## src/rtl/power_seq.sv

```systemverilog
// power_seq: sequential shift-add computation of number^2 and number^3
module power_seq #(
  parameter int W = 16
) (
  input  logic           clk,
  input  logic           rst,
  input  logic           start,
  input  logic [W-1:0]   number,
  output logic           busy,
  output logic           done,
  output logic [2*W-1:0] square,
  output logic [3*W-1:0] cube
);
  localparam int CW = $clog2(W + 1);
  localparam logic [1:0] IDLE = 2'd0;
  localparam logic [1:0] SQ   = 2'd1;
  localparam logic [1:0] CU   = 2'd2;
  logic [1:0]     state_q, state_d;
  logic [W-1:0]   op_q, op_d;
  logic [W-1:0]   sh_q, sh_d;
  logic [3*W-1:0] mc_q, mc_d;
  logic [3*W-1:0] acc_q, acc_d;
  logic [2*W-1:0] prod_q, prod_d;
  logic [CW-1:0]  cnt_q, cnt_d;
  logic [2*W-1:0] sq_q, sq_d;
  logic [3*W-1:0] cu_q, cu_d;
  logic           done_q, done_d;
  logic [3*W-1:0] sum;
  logic           last;
  // one shift-add step: multiplier bits tested LSB first, multiplicand shifted left
  assign sum  = acc_q + (sh_q[0] ? mc_q : '0);
  assign last = cnt_q == CW'(W - 1);
  // next-state and datapath control
  always_comb begin
    state_d = state_q;
    op_d    = op_q;
    sh_d    = sh_q;
    mc_d    = mc_q;
    acc_d   = acc_q;
    prod_d  = prod_q;
    cnt_d   = cnt_q;
    sq_d    = sq_q;
    cu_d    = cu_q;
    done_d  = 1'b0;
    case (state_q)
      IDLE: if (start) begin
        state_d = SQ;
        op_d    = number;
        sh_d    = number;
        mc_d    = {{(2*W){1'b0}}, number};
        acc_d   = '0;
        cnt_d   = '0;
      end
      SQ: begin
        acc_d = sum;
        sh_d  = sh_q >> 1;
        mc_d  = mc_q << 1;
        cnt_d = cnt_q + 1'b1;
        if (last) begin
          state_d = CU;
          prod_d  = sum[2*W-1:0];
          acc_d   = '0;
          sh_d    = op_q;
          mc_d    = {{W{1'b0}}, sum[2*W-1:0]};
          cnt_d   = '0;
        end
      end
      CU: begin
        acc_d = sum;
        sh_d  = sh_q >> 1;
        mc_d  = mc_q << 1;
        cnt_d = cnt_q + 1'b1;
        if (last) begin
          state_d = IDLE;
          sq_d    = prod_q;
          cu_d    = sum;
          done_d  = 1'b1;
          cnt_d   = '0;
        end
      end
      default: state_d = IDLE;
    endcase
  end
  // state registers, all cleared asynchronously by rst
  always_ff @(posedge clk or posedge rst) begin
    if (rst) begin
      state_q <= IDLE;
      op_q    <= '0;
      sh_q    <= '0;
      mc_q    <= '0;
      acc_q   <= '0;
      prod_q  <= '0;
      cnt_q   <= '0;
      sq_q    <= '0;
      cu_q    <= '0;
      done_q  <= 1'b0;
    end else begin
      state_q <= state_d;
      op_q    <= op_d;
      sh_q    <= sh_d;
      mc_q    <= mc_d;
      acc_q   <= acc_d;
      prod_q  <= prod_d;
      cnt_q   <= cnt_d;
      sq_q    <= sq_d;
      cu_q    <= cu_d;
      done_q  <= done_d;
    end
  end
  assign busy   = state_q != IDLE;
  assign done   = done_q;
  assign square = sq_q;
  assign cube   = cu_q;
endmodule

```

## config.mk

```make
export PLATFORM = sky130hd
export DESIGN_NAME = power_seq
export DESIGN_NICKNAME = d
export VERILOG_FILES = /design/src/rtl/power_seq.sv
export SDC_FILE = /design/constraint.sdc
export NUM_CORES = 1
export LEC_CHECK = 0
export ABC_AREA = 1
export BUFFER_PORTS_ARGS = -buffer_cell sky130_fd_sc_hd__clkbuf_2
export CORE_UTILIZATION = 35
export CTS_CLUSTER_SIZE = 8
export DETAILED_ROUTE_END_ITERATION = 10
export MAX_ROUTING_LAYER = met4
export PLACE_DENSITY = 0.6
export SYNTH_ARGS = -nofsm -noshare
export SYNTH_HDL_FRONTEND = slang
export SYNTH_SLANG_ARGS = --single-unit
```

## constraint.sdc

```tcl
create_clock -name clk -period 11.88 [get_ports clk]
set_input_delay 0 -clock clk [delete_from_list [all_inputs] [get_ports clk]]
set_output_delay 0 -clock clk [all_outputs]
set_load 0.005 [all_outputs]
```

==> impl_metrics.toml, run 1 <==
[run]
cap_violations = 0

[clock_network]
root_buffer = "clkbuf_16"
cts_made_buffers = 37
cts.sinks = 248
cts-resized-gates = 0
cts.htree.levels = 2
clkTransAtPathRegs_ns = 0.05
cts_buffer_depth = 3
clk_latency_ns = 0.55
cts_tree = "done"
cts_setup_buffers = 0

[die]
core.rowCount = 74
die_h_um = 205
core-area_sq_um = 40800
io_pins = 101
die_area_sq_um = 42200
initial_core_util_pct = 35.4
die_w_um = 205

[global_route]
grt_antenna_before_repair = 0
grtUsageTotal_pct = 21.2
first_global_vias = 12400
grt_pass1_wl_mm = 67.7
grt-ovfl-total = 0
grt_start_max_net_pins = 119

[routing]
ant_nets = 0
drtIter0Drc = 978
firstDrtPassIters = 5
wire_per_inst_um = 15.7
drt-total-wl_mm = 42.1
drc = 0
vias = 12700
via_per_inst = 4.76

[sta]
setup_tns_ns = 0
maxSlewHeadroom_pct = 24.5
final_max_slew_viol_count = 0
fin_ws_ns = 7.88
fmax_mhz = 250
clock_skew_ns = 0.0262
finalCritPeriodShare_pct = 33.6
finalSetupViolCount = 0
grt_setup_unrepaired = "no"
min_period_ns = 4.00
hold_viol = 0
worst_slew_pin_slew_ns = 1.13

[cells_and_area]
multi_input_area_sq_um = 6610
nets = 2212
layout-drive-gt1-share_pct = 9.88
fillers = 4226
stdcell_count = 2677
area_growth_pct = 14.9
num_antenna_cells = 0
finalInstanceArea_sq_um = 16600
seq_area_sq_um = 6210

[yosys]
ys_seq_area_share_pct = 42.9
synth_cells = 2036
synth.yosys.warnings = 0
synthesis.nets = 2107
synth-seq-cells = 248
avgSynthCellArea_sq_um = 7.11
syn_area_sq_um = 14500
yosysUniqueCellTypes = 41

[power_and_ir_drop]
total_power_mw = 2.89
p_sw_mw = 1.10
cellPowerDensity_nw_per_um2 = 174
swShare_pct = 38.0
internal-power_mw = 1.79
p_leak_nw = 9.37
seq_power_share_pct = 36.1
ir_drop_v = 0.000107
power_frac_comb_pct = 31.3
clkPwrFrac_pct = 32.6

[critical_path]
crit_required_ns = 12.34
worst_setup_path_start_kind = "flip-flop"
cp_data_arrival_time_ns = 4.46
path_max_fanout = 45
cp-end-kind = "flip-flop"
path_class = "flip-flop to flip-flop"
ff2ff_path_depth = 11

[placement]
placed_cells = 2616
placed_cell_area_sq_um = 15400
pre_cts_slack_ns = 7.93
portBuffers = 100
gp_congestion = 0.904
hpwl_mm = 31.0

[status]
status = "finished clean"

[min_path]
hp-class = "primary input to async pin"
==> power groups by stage <==
stage / combinational [mW] / sequential, mW / clock [mW]
after floorplan: 0.661 / 1.02 / 0
after global routing: 1.02 / 1.06 / 1.00
after detailed placement: 0.899 / 1.06 / 0
after global placement: 0.883 / 1.05 / 0
after CTS: 0.909 / 1.04 / 0.976
final: 0.907 / 1.04 / 0.943
==> cells by family after synthesis <==
group	count (synthesis)	share of synthesized area, %
adders and majority gates	52	4.55
DFF	248	42.9
muxes	14	1.09
buffers and inverters	427	11.4
xor gates and xnor gates	20	1.57
AOI/OAI and AO/OA	240	9.25
and+or+nand+nor	1035	29.2
==> final cells by class <==
type	instances	share of cell area, %
clock buffer	40	5.77
inverter	365	8.30
sequential	248	37.3
timing repair buffer	128	4.55
multi-input combinational	1361	39.8
clock inverter	3	0.271
tap	532	4.00
==> worst paths after layout <==
kind / from / endpoint / slack (ns)
max: state_q[0]$_DFFE_PP0P_ / mc_q[17]$_DFFE_PP0P_ / 7.88
min: rst / square[9]$_DFFE_PP0P_ / 0.15
max reg2reg: state_q[0]$_DFFE_PP0P_ / mc_q[17]$_DFFE_PP0P_ / 7.88
min reg2reg: square[17]$_DFFE_PP0P_ / square[17]$_DFFE_PP0P_ / 0.47
max in group asynchronous: rst / mc_q[34]$_DFFE_PP0P_ / 9.49
min in group clk: number[9] / op_q[9]$_DFFE_PP0P_ / 0.26
==> registers in the layout, summed over array words and instances, names as in the netlist <==
name	flops
acc_q	48
cube	48
mc_q	48
prod_q	32
square	32
op_q	16
sh_q	16
cnt_q	5
state_q	2
done	1
==> cells in the final DEF, fill, tap and decap left out, types with 5 or more instances in the layout <==
cell / instances
nand3_1: 100
a21oi_1: 62
nand3b_1: 5
nor2_2: 7
a22oi_1: 19
inv_2: 7
clkbuf_2: 100
xor2_1: 11
mux2_2: 14
buf_4: 10
nor3_1: 7
clkbuf_16: 38
inv_1: 356
nor2_1: 105
nand2_2: 6
dfrtp_1: 248
o22ai_1: 35
ha_1: 51
o21ai_0: 102
nand2_1: 773
o21bai_1: 6
o21ai_1: 5
dlygate4sd3_1: 18
xor2_2: 7
nand4_1: 13
a22o_1: 5
==> worst max-delay path, cell delays in order (launching register included) <==
cell	delay (ns)
dfrtp_1	0.35
inv_1	0.08
ha_1	0.28
buf_4	0.36
inv_2	0.25
nor2_2	0.92
nand2_4	0.56
inv_2	0.76
nand2_1	0.09
o21ai_0	0.12
inv_1	0.06
nand2_1	0.06
==> Yosys cell counts (all sizes together) <==
cell type	number	share of area [%]
a21boi	1	0.052
a21o	1	0.052
a21oi	63	2.2
a22o	5	0.30
a22oi	19	0.99
a31oi	3	0.13
and2	2	0.10
buf	29	1.1
clkbuf	33	0.87
dfrtp	248	43
fa	1	0.14
ha	51	4.4
inv	365	9.5
mux2	14	1.1
nand2	780	20
nand3	104	3.7
nand3b	10	0.71
nand4	13	0.56
nor2	115	3.3
nor3	9	0.38
nor4	2	0.086
o21ai	107	3.7
o21bai	6	0.31
o22ai	35	1.5
xnor2	2	0.12
xor2	18	1.5
==> repair_timing <==
item | 4_1_cts | 5_1_grt
hold buffers | 18 | 0
endpoints found under the setup margin | 0 | 0
hold endpoints to repair | 156 | 0
==> metal layers <==
metal | wire length, um | GRT usage [%]
met5 | 0 | -
met1 | 20200 | 29.4
met4 | 894 | 5.48
met3 | 2170 | 2.31
met2 | 18800 | 32.9
==> per-stage QoR <==
| step | hold slack (ns) | util (%) |
|---|---|---|
| after global placement | 0.183 | 37.8 |
| after floorplan | 0.151 | - |
| after global routing | 0.243 | 40.7 |
| final | 0.145 | 40.7 |
| after CTS | 0.188 | 40.7 |
| after detailed placement | 0.197 | 37.8 |
Note: power is estimated with default switching activity, not from simulation.
==> inputs of run 2 (changes only) <==
--- a/config.mk
+++ b/config.mk
@@ -5,7 +5,7 @@
 export SDC_FILE = /design/constraint.sdc
 export NUM_CORES = 1
 export LEC_CHECK = 0
-export ABC_AREA = 1
+export ABC_AREA = 0
 export BUFFER_PORTS_ARGS = -buffer_cell sky130_fd_sc_hd__clkbuf_2
 export CORE_UTILIZATION = 35
 export CTS_CLUSTER_SIZE = 8
==> constraint.sdc (replaced) <==
create_clock -name clk -period 4.1 [get_ports clk]
set_input_delay 0 -clock clk [delete_from_list [all_inputs] [get_ports clk]]
set_output_delay 0 -clock clk [all_outputs]
set_load 0.005 [all_outputs]
==> run 2 against run 1 <==
Effect of this change:
- the flow now finishes with violations (DRC)
- design area decreased by 10%
- critical endpoint is now cube[42]$_DFFE_PP0P_
- critical path type unchanged
- core utilization up 0.96 points
- via count is 19% lower
- sequential share of layout area increased by 4.3 points
- final cell count decreased by 27%
==> impl_metrics.toml, run 2 <==
[clock_network]
root_buffer = "clkbuf_16"
cts.htree.levels = 2
cts.sinks = 248
clk_latency_ns = 0.52
clkTransAtPathRegs_ns = 0.05
cts_made_buffers = 37
cts_tree = "done"
cts_buffer_depth = 3
cts_setup_buffers = 0

[placement]
gp_congestion = 0.931
pre_cts_slack_ns = 0.322
portBuffers = 100
hpwl_mm = 23.4

[critical_path]
cp_cell_sequence = "and2_1, ha_1, fa_1, a211o_1, o211ai_2, a21boi_1, o22ai_2, a41oi_2, o21ai_2, o31ai_1, xor2_1, mux2_2"
worst-path-buf-inv = 0
cp_data_arrival_time_ns = 4.19
crit_family = "compound AO/OA/AOI/OAI gates"
cp-end-kind = "flip-flop"
crit_required_ns = 4.51
path_max_fanout = 21
cp_slowest_cell = "dfrtp_1"
slowest_delay_ns = 0.66
path_class = "flip-flop to flip-flop"
worst_setup_path_start_kind = "flip-flop"

[global_route]
grt-ovfl-total = 0
grtUsageTotal_pct = 19.5
grt_antenna_before_repair = 0
first_global_vias = 10000
grt_pass1_wl_mm = 55.8
grt_start_max_net_pins = 124

[cells_and_area]
layout-drive-gt1-share_pct = 14.0
fillers = 3516
mostFrequentLayoutCells = "nand2_1, dfrtp_1, clkbuf_2"
nets = 1554
area_growth_pct = 16.8
num_antenna_cells = 0
final_common_cell = "nand2_1"
fin_util_pct = 41.7
multi_input_area_sq_um = 6170
seq_area_sq_um = 6210

[sta]
fin_ws_ns = 0.317
maxSlewHeadroom_pct = 35.1
final_max_slew_viol_count = 0
fmax_mhz = 264
finalSetupViolCount = 0
grt_setup_unrepaired = "no"
clock_skew_ns = 0.0245
worst_slew_pin_slew_ns = 0.973
finalCritPeriodShare_pct = 92.3
min_period_ns = 3.78
hold_viol = 0
setup_tns_ns = 0

[die]
core-area_sq_um = 35700
io_pins = 101
initial_core_util_pct = 35.7
core.rowCount = 69
die_area_sq_um = 37200
die_w_um = 193
die_h_um = 193

[yosys]
synth_cells = 1390
synth-seq-cells = 248
synth-async-reset-ratio_pct = 100
syn_area_sq_um = 12700
synthTopCellsByCount = "nand2_1, dfrtp_1, o21ai_0"
synth.yosys.warnings = 0
yosys.cell_count.top_type = "nand2_1"
synthesis.nets = 1461
synth_top_area_share_pct = 48.7
avgSynthCellArea_sq_um = 9.17
yosys-top-cells-area = "dfrtp_1, nand2_1, ha_1"
yosysUniqueCellTypes = 65
ys_seq_area_share_pct = 48.7
synth_edf_count = 0
ys.flop_type = "dfrtp_1"
yosysTopAreaCell = "dfrtp_1"

[power_and_ir_drop]
p_leak_nw = 7.52
ir_drop_v = 0.000233
total_power_mw = 7.71
cellPowerDensity_nw_per_um2 = 518

[run]
cap_violations = 0

[routing]
wire_per_inst_um = 17.5
drtIter0Drc = 625
vias = 10300
drt-total-wl_mm = 34.1
drc = 13
firstDrtPassIters = 8
ant_nets = 0
via_per_inst = 5.29

[status]
violations = "DRC"
status = "complete, but fails checks"

[min_path]
hp-class = "primary input to flip-flop"
-- run 2: cell count changes after synthesis, sizes merged, moves of 34 or more --
cell    change
nor2       -66
a22o       +44
nand2     -390
clkbuf     +39
inv       -348
a21o       +39
nand3      -91
o22ai      -34
and2       +47
-- run 2: worst reg2reg max path, delay by kind of cell, from the launching register on --
family | cells | cell delay, ns
XOR/XNOR | 1 | 0.17
AND/OR/NAND/NOR | 1 | 0.33
flip-flops | 1 | 0.66
adder cells (fa/ha/maj) | 2 | 0.63
AO/OA/AOI/OAI | 7 | 1.60
multiplexers | 1 | 0.28
-- run 2: per-layer routing --
metal  share of wire, %  GRT usage [%]  up-vias  routed length [um]
li1                   -              -     4997                   -
met1                 52           29.0     4967               17700
met2                 41           27.3      268               14000
met3                5.1           2.95       53                1760
met4                2.0           5.42        0                 686
met5                  0              -        -                   0
-- run 2: repair_timing --
| item | 4_1_cts | 5_1_grt |
|---|---|---|
| endpoints found under the hold margin | 287 | 0 |
| resized for setup | 0 | 0 |
| hold buffers | 19 | 0 |
-- run 2: power breakdown --
group | switching [mW] | internal (mW) | total, mW
sequential | 0.238 | 2.78 | 3.02
clock | 1.05 | 1.61 | 2.66
combinational | 1.32 | 0.712 | 2.04
-- run 2: through the flow --
step                hold slack [ns]  cell area, sq um  cells
detailed placement          -0.0915             13700   1886
global route                  0.298             14900   1946
global placement            -0.0916             13700   1886
finish                        0.281             14900   1946
CTS                           0.267             14900   1946
floorplan                     0.151             12700   1390
-- run 2: final cells by class --
cell class                      instances  share of cell area, %
Multi-Input combinational cell       1040                   41.4
Inverter                               17                  0.454
Clock inverter                          3                  0.176
Sequential cell                       248                   41.7
Timing Repair Buffer                  139                   6.07
Clock buffer                           38                   6.31
Tap cell                              461                   3.87
-- run 2: cells by family (layout without fill, tap and decap cells) --
logic type	Yosys count	in the layout	share of synthesized area (%)
and+or+nand+nor	550	550	18.2
AOI/OAI and AO/OA	366	366	19.4
DFF	248	248	48.7
buffers and inverters	102	197	3.06
adders and majority gates	52	52	5.16
xor gates and xnor gates	46	46	3.16
muxes	26	26	2.29
-- run 2: worst paths after layout --
kind                                        startpoint                      to  slack (ns)  cells past startpoint
worst max register to register     sh_q[0]$_DFFE_PP0P_    cube[42]$_DFFE_PP0P_        0.32                     12
max in group asynchronous                          rst    cnt_q[1]$_DFFE_PP0P_        2.68                      5
worst max-delay path               sh_q[0]$_DFFE_PP0P_    cube[42]$_DFFE_PP0P_        0.32                     12
worst min-delay path                         number[6]     op_q[6]$_DFFE_PP0P_        0.28                      3
worst min register to register  prod_q[19]$_DFFE_PP0P_  square[19]$_DFFE_PP0P_        0.46                      2
min in group asynchronous                          rst          done$_DFF_PP0_        0.53                      4
==> inputs of run 3 (changes only) <==
--- a/config.mk
+++ b/config.mk
@@ -7,11 +7,11 @@
 export LEC_CHECK = 0
 export ABC_AREA = 0
 export BUFFER_PORTS_ARGS = -buffer_cell sky130_fd_sc_hd__clkbuf_2
-export CORE_UTILIZATION = 35
+export CORE_UTILIZATION = 55
 export CTS_CLUSTER_SIZE = 8
 export DETAILED_ROUTE_END_ITERATION = 10
 export MAX_ROUTING_LAYER = met4
-export PLACE_DENSITY = 0.6
+export PLACE_DENSITY = 0.86
 export SYNTH_ARGS = -nofsm -noshare
 export SYNTH_HDL_FRONTEND = slang
 export SYNTH_SLANG_ARGS = --single-unit
==> constraint.sdc (replaced) <==
create_clock -name clk -period 3.3 [get_ports clk]
set_input_delay 0 -clock clk [delete_from_list [all_inputs] [get_ports clk]]
set_output_delay 0 -clock clk [all_outputs]
set_load 0.005 [all_outputs]
==> run 3 against run 2 <==
Effect of this change:
- the flow now finishes without violations
- sequential share of layout area is 0.26 points lower
- core utilization up 24 points
- non-clock buffer count increased by 25
- clock power up 21%
- sequential cell count did not move
- largest power group unchanged
- combinational power grew 23%
- die area down 36%
==> impl_metrics.toml, run 3 (same netlist as run 2, synthesis figures left out) <==
[cells_and_area]
fillers = 1808
mostFrequentLayoutCells = "nand2_1, dfrtp_1, clkbuf_2"
multi_input_area_sq_um = 6330
area_growth_pct = 17.6
nets = 1578
stdcell_count = 1793
layout-drive-gt1-share_pct = 17.4
seq_area_sq_um = 6210
final_common_cell = "nand2_1"
num_antenna_cells = 0

[routing]
drtIter0Drc = 1024
firstDrtPassIters = 6
ant_nets = 0
via_per_inst = 6.05
vias = 10900
drt-total-wl_mm = 32.8
drc = 0
wire_per_inst_um = 18.3

[clock_network]
cts_buffer_depth = 3
root_buffer = "clkbuf_16"
cts.sinks = 248
cts_tree = "done"
clk_latency_ns = 0.52
cts_made_buffers = 36
cts.htree.levels = 2
clkTransAtPathRegs_ns = 0.05

[critical_path]
rr_startpoint = "sh_q[0]$_DFFE_PP0P_"
path_max_fanout = 21
reg2reg_slack_ns = 0.12
worst_setup_path_start_kind = "flip-flop"
cp_data_arrival_time_ns = 3.58
ff2ff_path_depth = 11
path_class = "flip-flop to flip-flop"
r2r_end = "cube[46]$_DFFE_PP0P_"
cp-end-kind = "flip-flop"
crit_required_ns = 3.70

[die]
initial_core_util_pct = 56.1
die_area_sq_um = 23800
core-area_sq_um = 22700
core.rowCount = 55
die_h_um = 154
io_pins = 101
die_w_um = 154

[power_and_ir_drop]
ir_drop_v = 0.000560
p_leak_nw = 7.59
cellPowerDensity_nw_per_um2 = 631

[sta]
maxSlewHeadroom_pct = 23.0
clock_skew_ns = 0.0254
fin_ws_ns = 0.119
fmax_mhz = 314
min_period_ns = 3.18
hold_viol = 0
finalSetupViolCount = 0
worst_slew_pin_slew_ns = 1.15
setup_tns_ns = 0
finalCritPeriodShare_pct = 96.4
final_max_slew_viol_count = 0

[global_route]
grt_pass1_wl_mm = 54.1
grtUsageTotal_pct = 29.2
grt-ovfl-total = 0
grt_antenna_before_repair = 0
first_global_vias = 10500
grt_start_max_net_pins = 110

[placement]
hpwl_mm = 22.5
pre_cts_slack_ns = 0.0295
portBuffers = 100
placed_cells = 1734
gp_congestion = 0.959

[run]
cap_violations = 0

[min_path]
hp-class = "primary input to async pin"

[status]
status = "finished clean"
[run 3: changes by cell type in the layout (fill, tap and decap cells not counted), moves of 4 or more]
cell | previous run | this run
a21oi_2 | 2 | 6
buf_4 | 15 | 42
a21oi_1 | 78 | 74
ha_2 | 1 | 9
ha_1 | 50 | 41
[run 3: area by class of cell]
| cell class | count | area share (%) |
|---|---|---|
| multi-input cells | 1040 | 42.3 |
| flip-flops and latches | 248 | 41.4 |
| repair buffers | 164 | 7.18 |
| clock buffers | 36 | 6.01 |
| well taps | 285 | 2.38 |
| inverters | 17 | 0.451 |
| clock inverters | 3 | 0.301 |
[run 3: per-stage QoR]
stage / power, mW / hold slack [ns] / area, sq um / utilization (%)
after global placement: 6.12 / 0.0263 / 13700 / 60.2
final: 9.46 / 0.0505 / 15000 / 66.0
after detailed placement: 6.21 / 0.0168 / 13700 / 60.2
after CTS: 9.47 / 0.0518 / 14800 / 65.2
after floorplan: 5.49 / 0.151 / 12700 / -
after global routing: 9.93 / 0.0858 / 15000 / 66.0
[run 3: power by group]
group / internal (mW) / switching (mW) / total [mW]
combinational: 0.884 / 1.63 / 2.51
clock: 1.93 / 1.28 / 3.22
sequential: 3.46 / 0.276 / 3.73
[run 3: timing repair]
action | 4_1_cts | 5_1_grt
setup buffers | 0 | 2
endpoints found under the hold margin | 228 | 0
pin swaps | 0 | 9
gates resized for setup | 1 | 39
hold buffers | 18 | 0
endpoints found under the setup margin | 6 | 49
gates cloned | 0 | 0
[run 3: how the worst max path moves through the flow]
stage	from	endpoint	slack (ns)
finish	sh_q[0]$_DFFE_PP0P_	cube[46]$_DFFE_PP0P_	0.12
global route	sh_q[0]$_DFFE_PP0P_	cube[44]$_DFFE_PP0P_	-0.03
CTS	sh_q[0]$_DFFE_PP0P_	prod_q[30]$_DFFE_PP0P_	0.01
detailed placement	sh_q[0]$_DFFE_PP0P_	prod_q[30]$_DFFE_PP0P_	0.03
global placement	sh_q[0]$_DFFE_PP0P_	acc_q[43]$_DFFE_PP0P_	-0.03
floorplan	rst	acc_q[0]$_DFFE_PP0P_	0.04
[run 3: routing by layer]
| metal | vias to the layer above | track usage [%] | routed length, um |
|---|---|---|---|
| met4 | 0 | 8.86 | 788 |
| met1 | 5272 | 41.6 | 15100 |
| met3 | 71 | 4.31 | 2280 |
| met5 | - | - | 0 |
| met2 | 466 | 43.6 | 14600 |
| li1 | 5046 | - | - |
[run 3: critical path: stages (launching register included)]
cell	delay (ns)
dfrtp_1	0.38
buf_4	0.19
buf_4	0.22
and2_1	0.17
ha_2	0.38
and3_2	0.25
nand4_1	0.18
or2_1	0.32
or3_1	0.39
o21ai_1	0.16
xor2_1	0.11
mux2_2	0.28
